### config.mk
export PLATFORM = sky130hd
export DESIGN_NAME = led_pwm_fader
export DESIGN_NICKNAME = d
export VERILOG_FILES = /design/src/rtl/led_pkg.sv /design/src/rtl/led_fade_channel.sv /design/src/rtl/led_pwm_fader.sv
export SDC_FILE = /design/constraint.sdc
export NUM_CORES = 1
export LEC_CHECK = 0
export CAP_MARGIN = 0
export CORE_MARGIN = 3
export CORE_UTILIZATION = 68
export DETAILED_ROUTE_END_ITERATION = 16
export PLACE_DENSITY = 0.87
export SLEW_MARGIN = 5
export SYNTH_ARGS = -nofsm -noshare
export SYNTH_HDL_FRONTEND = slang
export SYNTH_SLANG_ARGS = --single-unit
### constraint.sdc
create_clock -name Clock -period 8.8 [get_ports Clock]
set_input_delay 1.76 -clock Clock [delete_from_list [all_inputs] [get_ports Clock]]
set_output_delay 1.76 -clock Clock [all_outputs]
set_load 0.02 [all_outputs]
### src/rtl/led_pkg.sv
// led_pkg: shared FSM state codes and default resolution for the LED PWM fader
package led_pkg;
   localparam logic [1:0] ST_IDLE = 2'd0;
   localparam logic [1:0] ST_RISE = 2'd1;
   localparam logic [1:0] ST_FALL = 2'd2;
   localparam int PWM_BITS_DEF = 8;
endpackage

### src/rtl/led_fade_channel.sv
// led_fade_channel: one LED's brightness level, linear fade FSM and PWM output flop
module led_fade_channel
   import led_pkg::*;
#(
   parameter int PWM_BITS = PWM_BITS_DEF
) (
   input  logic                Clock,
   input  logic                Reset_n,
   input  logic                tick,
   input  logic [PWM_BITS-1:0] pwm_cnt,
   input  logic [PWM_BITS-1:0] target,
   input  logic                fade_en,
   output logic                pwm_out,
   output logic                active
);
   logic [1:0] state, state_nxt;
   logic [PWM_BITS-1:0] level, level_nxt;
   logic up, dn;
   assign up = target > level;
   assign dn = target < level;
   always_ff @(posedge Clock or negedge Reset_n) begin
      if (!Reset_n) begin
         state   <= ST_IDLE;
         level   <= '0;
         pwm_out <= 1'b0;
      end else begin
         state   <= state_nxt;
         level   <= level_nxt;
         pwm_out <= level > pwm_cnt;
      end
   end
   // a step only happens when already moving in the matching direction; a reversal costs one clock
   always_comb begin
      state_nxt = state;
      level_nxt = level;
      if (!fade_en) begin
         state_nxt = ST_IDLE;
         level_nxt = target;
      end else if (!up && !dn) begin
         state_nxt = ST_IDLE;
      end else if (up && state == ST_RISE && tick) begin
         level_nxt = level + 1'b1;
         state_nxt = (level_nxt == target) ? ST_IDLE : ST_RISE;
      end else if (dn && state == ST_FALL && tick) begin
         level_nxt = level - 1'b1;
         state_nxt = (level_nxt == target) ? ST_IDLE : ST_FALL;
      end else begin
         state_nxt = up ? ST_RISE : ST_FALL;
      end
   end
   always_comb active = state != ST_IDLE;
endmodule

### src/rtl/led_pwm_fader.sv
// led_pwm_fader: turns the counter's LED pattern into faded PWM drive for the Dock LEDs
module led_pwm_fader
   import led_pkg::*;
#(
   parameter int N_LEDS   = 4,
   parameter int PWM_BITS = PWM_BITS_DEF,
   parameter int FADE_DIV = 26_470
) (
   input  logic                Clock,
   input  logic                Reset_n,
   input  logic [N_LEDS-1:0]   led_in,
   input  logic [PWM_BITS-1:0] max_level,
   input  logic                fade_en,
   output logic [N_LEDS-1:0]   IO_voltage,
   output logic                busy
);
   localparam int DW = $clog2(FADE_DIV + 1);
   localparam logic [DW-1:0] DIV_LAST = DW'(FADE_DIV - 1);
   // period is 2^PWM_BITS-1 so a full-scale level stays constantly high
   localparam logic [PWM_BITS-1:0] PWM_LAST = {{(PWM_BITS-1){1'b1}}, 1'b0};
   logic [N_LEDS-1:0] led_q, active;
   logic [PWM_BITS-1:0] pwm_cnt;
   logic [DW-1:0] div_cnt;
   logic tick;
   assign tick = div_cnt == DIV_LAST;
   always_ff @(posedge Clock or negedge Reset_n) begin
      if (!Reset_n) begin
         led_q   <= '0;
         pwm_cnt <= '0;
         div_cnt <= '0;
         busy    <= 1'b0;
      end else begin
         led_q   <= led_in;
         pwm_cnt <= (pwm_cnt == PWM_LAST) ? '0 : pwm_cnt + 1'b1;
         div_cnt <= tick ? '0 : div_cnt + 1'b1;
         busy    <= |active;
      end
   end
   for (genvar i = 0; i < N_LEDS; i++) begin : g_ch
      led_fade_channel #(.PWM_BITS(PWM_BITS)) u_ch (
         .Clock   (Clock),
         .Reset_n (Reset_n),
         .tick    (tick),
         .pwm_cnt (pwm_cnt),
         .target  (led_q[i] ? max_level : '0),
         .fade_en (fade_en),
         .pwm_out (IO_voltage[i]),
         .active  (active[i])
      );
   end
endmodule
==> results.py <==
metrics = {
    "sta": {
        "grt_setup_unrepaired": "no",
        "maximum_clock_skew_at_final_layout_ps": 15.6,
        "setup-tns-final_ps": 0,
        "timing.final.setup_violations": 0,
        "min_period_ps": 4940,
        "max_clock_freq_ghz": 0.202,
        "timing.final.crit_share_pct": 56.2,
        "slew-limit-headroom_pct": 30.1,
        "hold_viol_final": 0,
        "maxSlewViolCount": 0,
        "worst-slew-pin-transition_ps": 1050,
    },
    "outcome": {
        "outcome": "finished, final reports clean",
    },
    "layout": {
        "diodes": 0,
        "area_delta_synth_final_pct": 5.35,
        "fin_nets": 927,
        "mostFrequentLayoutCell": "xnor2_1",
        "layout_common_cells": "xnor2_1 (82), dfrtp_1 (72), ha_1 (68)",
        "drive_gt1_share_pct": 5.06,
        "utilization_pct": 75.2,
    },
    "detailed_routing": {
        "drt_first_iter_violations": 480,
        "wl_per_cell_um": 19.6,
        "drtAntennaViolNets": 0,
        "finalWirelength_um": 19300,
        "route.detailed.vias_per_inst": 6.70,
        "detailroute.via_count": 6581,
        "drcViolationCount": 0,
        "firstDrtPassIters": 7,
    },
    "die": {
        "row_count": 36,
        "die_footprint_um2": 11700,
        "coreArea_um2": 9950,
        "initial_core_util_pct": 71.4,
        "chipWidth_um": 108,
        "top_level_ports": 20,
        "die_h_um": 108,
    },
    "critical_path": {
        "crit_fanout": 30,
        "critical_path_arrival_ps": 5250,
        "critical_path.startpoint_type": "primary input",
        "timing_worst_setup_path_type": "primary input to flip-flop",
        "worstSetupEndpointType": "flip-flop",
        "required_ps": 9100,
    },
    "min_path": {
        "worst_hold_path_type": "flip-flop to flip-flop",
    },
    "yosys": {
        "ys_warn_count": 0,
        "synthFlopType": "dfrtp_1",
        "syn_area_um2": 7100,
        "avgSynthCellArea_um2": 8.30,
        "synth_async_sr_flop_share_pct": 100,
        "synth.ff_latch_count": 72,
        "postSynthNetCount": 939,
        "postSynthCellCount": 856,
        "synth_cell_type_count": 64,
        "synth.yosys.seq_area_share_pct": 25.4,
        "synth_edf_count": 0,
    },
    "global_routing": {
        "largest_net_degree_at_the_start_of_global_routing": 73,
        "antenna_found_initial": 0,
        "first_global_vias": 6583,
        "grt-ovfl-total": 0,
        "grt_first_pass_wirelength_um": 32000,
        "grt_util_all_layers_pct": 34.7,
    },
    "clock_network": {
        "cts-hold-fix-buffers": 0,
        "cts-buffers-inserted": 9,
        "ctsResizeCount": 0,
        "clk_pin_slew_worst_paths_ps": 90,
        "cts.root.buffer_cell": "clkbuf_8",
        "clock_tree.htree_level_count": 3,
        "post-cts-setup-buffer-count": 0,
        "cts.path.max_buffers": 2,
        "cts_tree": "yes",
        "cts_sinks": 72,
        "clk-insertion-delay-late_ps": 390,
    },
    "placed_design": {
        "final_gp_congestion": 0.977,
        "port-buffer-count": 19,
        "hpwlAfterDp_um": 14000,
    },
    "pwr": {
        "p_leak_nw": 3.24,
        "vdd_drop_max_mv": 0.132,
        "pwr_density_nw_per_um2": 136,
    },
    "job": {
        "timing.max_cap.violations": 0,
    },
}
synth_stat cells, types with 3 or more instances:
cell,instances,area (um^2)
mux2i_1,31,310
nor4_1,11,68.8
o32ai_1,3,26.3
xor2_1,23,201
nand3_1,45,225
mux2_2,7,78.8
xnor2_1,82,718
a211oi_1,7,52.6
o211ai_1,4,30.0
and4_1,8,70.1
o2bb2ai_1,3,26.3
ha_1,68,851
nand4_1,14,87.6
inv_1,56,210
a21o_1,7,52.6
nand2_1,60,225
and3_1,16,100
or2_2,6,37.5
and2_1,12,75.1
buf_1,4,15.0
o2111ai_1,5,43.8
o21ai_0,37,185
a21oi_1,44,220
nor2b_1,7,43.8
a32o_1,4,40.0
nor3_1,23,115
clkbuf_1,27,101
buf_4,5,37.5
o31a_1,6,52.6
a31oi_1,10,62.6
nand2b_1,13,81.3
dfrtp_1,72,1800
or3_1,14,87.6
o21a_1,8,60.1
nor2_1,58,218
o22ai_1,3,18.8
buf_2,9,45.0
and4b_1,5,50.1
a2111oi_0,3,26.3
o221ai_1,5,43.8
cell families (layout without fill, tap and decap cells):
| group | count (synthesis) | count (layout) | synth area share, % |
|---|---|---|---|
| XOR/XNOR | 105 | 105 | 12.9 |
| flip-flops | 72 | 72 | 25.4 |
| AND/OR/NAND/NOR | 306 | 306 | 22.9 |
| buffers and inverters | 102 | 95 | 5.81 |
| AO/OA/AOI/OAI | 163 | 163 | 15.0 |
| multiplexers | 39 | 39 | 5.80 |
| adder cells (fa/ha/maj) | 69 | 69 | 12.1 |
routing by layer:
metal  up-vias  wire, um  GRT usage (%)
met5         -         0              0
met4         0       699           16.3
met3        70      1720           7.34
met2       324      9170           58.5
met1      3152      7710           42.5
li1       3035         -              -
flip-flops by register name, summed over array words and instances, names as in the netlist:
signal             cells
g_ch.u_ch.pwm_out      4
pwm_cnt                8
g_ch.u_ch.level       32
div_cnt               15
g_ch.u_ch.state        8
busy                   1
led_q                  4
report_power, final:
part / internal [mW] / switching, mW / total, mW
clock network: 0.137 / 0.153 / 0.290
logic: 0.141 / 0.189 / 0.330
registers: 0.353 / 0.0453 / 0.398
total: 0.630 / 0.388 / 1.02
through the flow:
stage | cells | instance area, um^2 | hold slack [ps] | power [mW] | setup slack, ps
after CTS | 982 | 7480 | 496 | 1.01 | 3950
final | 982 | 7480 | 489 | 1.02 | 3860
after floorplan | 856 | 7100 | 441 | 0.638 | 4540
after detailed placement | 966 | 7280 | 475 | 0.725 | 3550
after global placement | 966 | 7280 | 454 | 0.708 | 3610
after global routing | 982 | 7480 | 526 | 1.07 | 3660
critical path, stage by stage:
cell and delay, ps:
clkdlybuf4s50_1 960, and2_1 460, o21ai_0 320, a21boi_1 210, nor4_4 630, mux2_2 410
or3_1 310, a31oi_1 170
area by class of cell:
type	instances	area, um^2
clock buffers	9	124
clock inverters	7	83.8
fillers	760	2470
inverters	57	214
multi-input cells	682	4890
flip-flops and latches	72	1800
well taps	133	166
repair buffers	22	205
path summary, 6_finish.rpt:
check / endpoint / startpoint / slack [ps] / cells after the start
min in group asynchronous: div_cnt[12] / Reset_n / 1510 / 1
max reg2reg: g_ch[2].u_ch.level[5] / led_q[2] / 5320 / 10
max: g_ch[2].u_ch.level[5] / max_level[2] / 3860 / 8
min: busy / g_ch[3].u_ch.state[1] / 490 / 2
min reg2reg: busy / g_ch[3].u_ch.state[1] / 490 / 2
max in group asynchronous: g_ch[2].u_ch.level[2] / Reset_n / 6680 / 1
No activity file was read; power rests on OpenSTA's default activity.
